**src/rtl/upower_imem_loader.sv**
```systemverilog
// upower_imem_loader: boot-time IMEM writer; holds the pipeline in reset
// while streaming a program into IMEM from address 0, then releases it.
// Ports: clk, reset (sync, active-low); in_valid/in_data/in_last/in_ready
// stream; reload restarts loading from RUN; imem_we/imem_addr/imem_wdata
// write port; cpu_reset, load_done, word_count, overflow_err status.
// Option: define UPOWER_LOADER_CHECKSUM_EN to add output checksum[31:0].
module upower_imem_loader #(
  parameter int ADDR_W      = 6,
  parameter int HOLD_CYCLES = 4
) (
  input  logic              clk,
  input  logic              reset,
  input  logic              in_valid,
  input  logic [31:0]       in_data,
  input  logic              in_last,
  output logic              in_ready,
  input  logic              reload,
  output logic              imem_we,
  output logic [ADDR_W-1:0] imem_addr,
  output logic [31:0]       imem_wdata,
  output logic              cpu_reset,
  output logic              load_done,
  output logic [ADDR_W:0]   word_count,
  output logic              overflow_err
`ifdef UPOWER_LOADER_CHECKSUM_EN
  ,
  output logic [31:0]       checksum
`endif
);

  localparam int DEPTH = 2**ADDR_W;
  localparam int HCW   = $clog2(HOLD_CYCLES + 1);

  // word_count value just before the DEPTH-th word lands
  localparam logic [ADDR_W:0] LASTC = (ADDR_W+1)'(DEPTH - 1);
  localparam logic [HCW-1:0]  HMAX  = HCW'(HOLD_CYCLES - 1);

  typedef enum logic [1:0] {
    LOAD,
    HOLD,
    RUN,
    ERR
  } state_t;

  state_t         state;
  logic [HCW-1:0] hold_cnt;
  logic           xfer;

  assign in_ready = (state == LOAD);
  assign xfer     = in_valid && in_ready;

  always_ff @(posedge clk) begin
    if (!reset) begin
      state        <= LOAD;
      hold_cnt     <= '0;
      word_count   <= '0;
      imem_we      <= 1'b0;
      imem_addr    <= '0;
      imem_wdata   <= '0;
      cpu_reset    <= 1'b1;
      load_done    <= 1'b0;
      overflow_err <= 1'b0;
    end else begin
      imem_we <= xfer;
      if (xfer) begin
        imem_addr  <= word_count[ADDR_W-1:0];
        imem_wdata <= in_data;
      end
      unique case (state)
        LOAD: begin
          if (xfer) begin
            word_count <= word_count + (ADDR_W+1)'(1);
            if (in_last) begin
              state    <= HOLD;
              hold_cnt <= '0;
            end else if (word_count == LASTC) begin
              state        <= ERR;
              overflow_err <= 1'b1;
            end
          end
        end
        HOLD: begin
          // first HOLD cycle carries the final IMEM write
          if (hold_cnt == HMAX) begin
            state     <= RUN;
            cpu_reset <= 1'b0;
            load_done <= 1'b1;
          end else begin
            hold_cnt <= hold_cnt + HCW'(1);
          end
        end
        RUN: begin
          if (reload) begin
            state      <= LOAD;
            word_count <= '0;
            cpu_reset  <= 1'b1;
            load_done  <= 1'b0;
          end
        end
        ERR: begin
        end
      endcase
    end
  end

`ifdef UPOWER_LOADER_CHECKSUM_EN
  always_ff @(posedge clk) begin
    if (!reset) begin
      checksum <= '0;
    end else if (state == RUN && reload) begin
      checksum <= '0;
    end else if (xfer) begin
      checksum <= checksum + in_data;
    end
  end
`endif

endmodule
```
**config.mk**
```make
export PLATFORM = sky130hd
export DESIGN_NAME = upower_imem_loader
export DESIGN_NICKNAME = d
export VERILOG_FILES = /design/src/rtl/upower_imem_loader.sv
export SDC_FILE = /design/constraint.sdc
export NUM_CORES = 1
export LEC_CHECK = 0
export BUFFER_PORTS_ARGS = -buffer_cell sky130_fd_sc_hd__buf_2
export CAP_MARGIN = 25
export CORE_MARGIN = 1
export CORE_UTILIZATION = 48
export DETAILED_ROUTE_END_ITERATION = 8
export PLACE_DENSITY_LB_ADDON = 0.2
export SKIP_CTS_REPAIR_TIMING = 1
export SLEW_MARGIN = 0
export SYNTH_ARGS = -nofsm -noshare
export SYNTH_HDL_FRONTEND = slang
export SYNTH_SLANG_ARGS = --single-unit
export TNS_END_PERCENT = 5
```
**constraint.sdc**
```tcl
create_clock -name clk -period 2.3 [get_ports clk]
set_input_delay 0.115 -clock clk [delete_from_list [all_inputs] [get_ports clk]]
set_output_delay 0.115 -clock clk [all_outputs]
set_load 0.1 [all_outputs]
```
==> impl_results.md <==
- Hold depth: 3
- Setup crit end kind: register
- LEAKAGE: 1.29 nW
- Pwr Total: 3.33 mW
- R2R depth: 6
- Synth Instances: 269
- I/O pins: 87
- Largest net degree at the start of global routing: 39
- CTS H-tree lvls: 2
- Max cap viols: 0
- Cells along the critical path: inv_1 > ha_1 > nor2b_4 > or3_1 > or4_1 > a21oi_1
- Post-synthesis mux area share: 0.0219
- Post-DP HPWL: 3370 um
- Initial Utilization: 0.510
- Synth cell count leaders: 87 x nand2_1, 54 x dfxtp_1, 37 x a21boi_0, 13 x clkbuf_1, 8 x a21oi_1
- Port-buffer cells: 86
- CP startpoint kind: register
- Initial antenna violation count: 0
- DR pass1 iterations: 8
- Hold Path End: imem_wdata[18]
- Maximum clock path buffer count: 2
- DR vias: 1991
- Final GP Congestion: 0.769
- Synthesized area: 2280 sq um
- Crit path largest cell delay: 520 ps
- Synth Register Bits: 54
- Post-synthesis adder-cell area fraction: 0.0384
- VDD IR-drop max: 0.712 mV
- Leading post-synthesis cells by cell area: dfxtp_1 47%, nand2_1 14%, a21boi_0 12%, ha_1 3.8%, mux2i_1 2.2%
- Critical Path Slowest Stage Cell: or4_1
- Crit Path Max Fanout: 8
- # setup viols final: 0
- Switching Fraction: 0.511
- CTS Buf Count: 5
- Setup ws final: 184 ps
- Seq pwr share: 0.340
- Buf+Inv Stages, Crit Path: 1
- P_sw: 1.70 mW
- DR DRC count: 2
- CP required: 2530 ps
- Drt wl/cell: 11.8 um
- Worst Max-Slew Pin Slew: 512 ps
- Layout net count: 393
- Final Max Tran Viols: 0
- Post-route ant nets: 0
- # rows: 24
- Crit share post-route: 0.920
- FMAX: 473 MHz
- Comb power frac: 0.506
- Clock slew at reported path FFs: 90 ps
- HP Class: in -> reg
- Vias in the first global route: 1903
- Global-route wire length before repair: 8060 um
- Slew margin rel.: 0.658
- Setup crit start: state[0]
- HP Start: in_data[18]
- Mapped Nets: 313
- Sequential area share after synthesis: 0.474
- Root Buffer: clkbuf_8
- Asr flop ratio synth: 0
- Area Overhead vs Synth: 24.1%
- Synth area leader: dfxtp_1
- TNS Setup: 0 ps
- Fraction of the mapped netlist area in simple logic gates: 0.242
- Synth Area in XOR/XNOR: 0.00384
- Kind of critical path: reg -> reg
- Count leader, synth: nand2_1
- Power per standard cell area: 1170 nW/um^2
- Status: complete, but fails checks
- Cell Int Power: 1.63 mW
- Die Ht: 71.0 um
- Min Clock Period, post-route: 2120 ps
- Layout cells sized above 1: 0.283
- Failing checks: DRC
- RR Startpoint: state[0]
- Yosys warnings: 0
- Routed WL: 4760 um
- CTS tree: built
- Post-synthesis cell type count: 34
- Reg-to-reg endpoint: word_count[5]
- Die width: 71.0 um
- Fillers: 428
- Grt ovf: 0
- Synth Area in Compound Gates: 0.182
- RSZ-0062 raised after global routing: no
- R2r setup slk: 180 ps
- Post-synth top area share: 0.474
- TritonCTS Sinks: 54
- Die footprint: 5030 sq um
- Clk_skew: 5.39 ps
- Clock latency at the later pin of the worst-skew pair: 300 ps
- Gr usage total: 0.202
- First DRT Iteration DRCs: 57
- Clk pwr share: 0.154
- # diodes: 0
- Pre-CTS WS: 192 ps
- Primary FF master, synth: dfxtp_1
- Largest family of logic cells by synthesized area: simple AND/OR/NAND/NOR gates
- Final hold violation count: 0
- Arrival @ worst endpoint: 2350 ps
- Avg Inst Size Synth: 8.48 sq um
- Core area: 4470 sq um
- Avg Vias per Cell: 4.95
- Post-synth EDFFs: 0
- Delay-heaviest family, CP: simple AND/OR/NAND/NOR gates
[cell usage in the layout (no fill, tap or decap)]
cell type	instances
inv_1	5
nand4b_1	1
nor2b_4	2
a22oi_1	1
clkbuf_1	1
mux2i_1	5
or4_1	1
or3_1	2
buf_4	2
nor2b_1	7
o31ai_1	1
nand2b_1	5
nor2_1	5
o311ai_0	1
ha_2	1
nand3_1	3
buf_2	86
buf_12	1
a21boi_0	37
clkinv_4	1
o21a_1	2
and2_1	3
ha_1	6
nor4_1	1
or4b_1	1
a21oi_1	8
nor4b_1	1
o41ai_1	1
clkbuf_8	5
nor3_1	2
and3_1	1
dfxtp_1	54
nand2_1	87
xnor2_1	1
o311a_1	1
o21ai_0	5
clkinv_2	1
a21boi_1	2
[worst max-delay path by stage]
stage,cells after the start,to
3_3_place_gp,6,word_count[5]
5_1_grt,6,word_count[5]
4_1_cts,6,word_count[5]
6_report,6,word_count[5]
2_1_floorplan,4,word_count[4]
3_5_place_dp,6,word_count[5]
[worst min-delay path, delay by kind of cell]
family / cells / cell delay, ps
buffers and inverters: 1 / 90
AOI/OAI and AO/OA: 1 / 50
and+or+nand+nor: 1 / 50
[layout make-up]
type                    count  area, sq um  share of cell area
clock buffers               6         72.6              0.0256
clock inverters             2         13.8             0.00486
inverters                   5         18.8             0.00663
multi-input cells         194         1120               0.394
flip-flops and latches     54         1080               0.382
well taps                  52         65.1              0.0230
repair buffers             89          465               0.164
[layer usage]
| metal | GRT usage | routed length (um) |
|---|---|---|
| met1 | 0.222 | 2120 |
| met2 | 0.365 | 2370 |
| met3 | 0.0613 | 226 |
| met4 | 0.0778 | 48 |
| met5 | 0 | 0 |
[through the flow]
step                      instance area, sq um  std cells  hold WS, ps  utilization
after floorplan                           2280        269          250            -
after global placement                    2750        394          355        0.614
after CTS                                 2830        402         33.5        0.633
after detailed placement                  2750        394          364        0.614
final                                     2830        402         42.6        0.633
after global routing                      2830        402         32.1        0.633
[flip-flops by register name, summed over array words and instances (netlist names)]
| name | count |
|---|---|
| hold_cnt | 3 |
| overflow_err | 1 |
| imem_addr | 6 |
| imem_we | 1 |
| word_count | 7 |
| cpu_reset | 1 |
| state | 2 |
| imem_wdata | 32 |
| load_done | 1 |
[kinds of logic (layout without fill, tap and decap cells)]
logic type,after synthesis,count (layout)
AND/OR/NAND/NOR,122,122
AO/OA/AOI/OAI,59,59
flip-flops,54,54
buffers and inverters,21,102
adder cells (fa/ha/maj),7,7
multiplexers,5,5
XOR/XNOR,1,1
[power by group through the flow]
stage          combinational, mW  clock [mW]  sequential (mW)
4_1_cts                     1.70       0.532             1.13
5_1_grt                     1.80       0.568             1.15
3_5_place_dp                1.69           0             1.16
2_1_floorplan              0.643           0             1.92
6_report                    1.68       0.511             1.13
3_3_place_gp                1.67           0             1.15
Power figures use the tool's default switching activity.
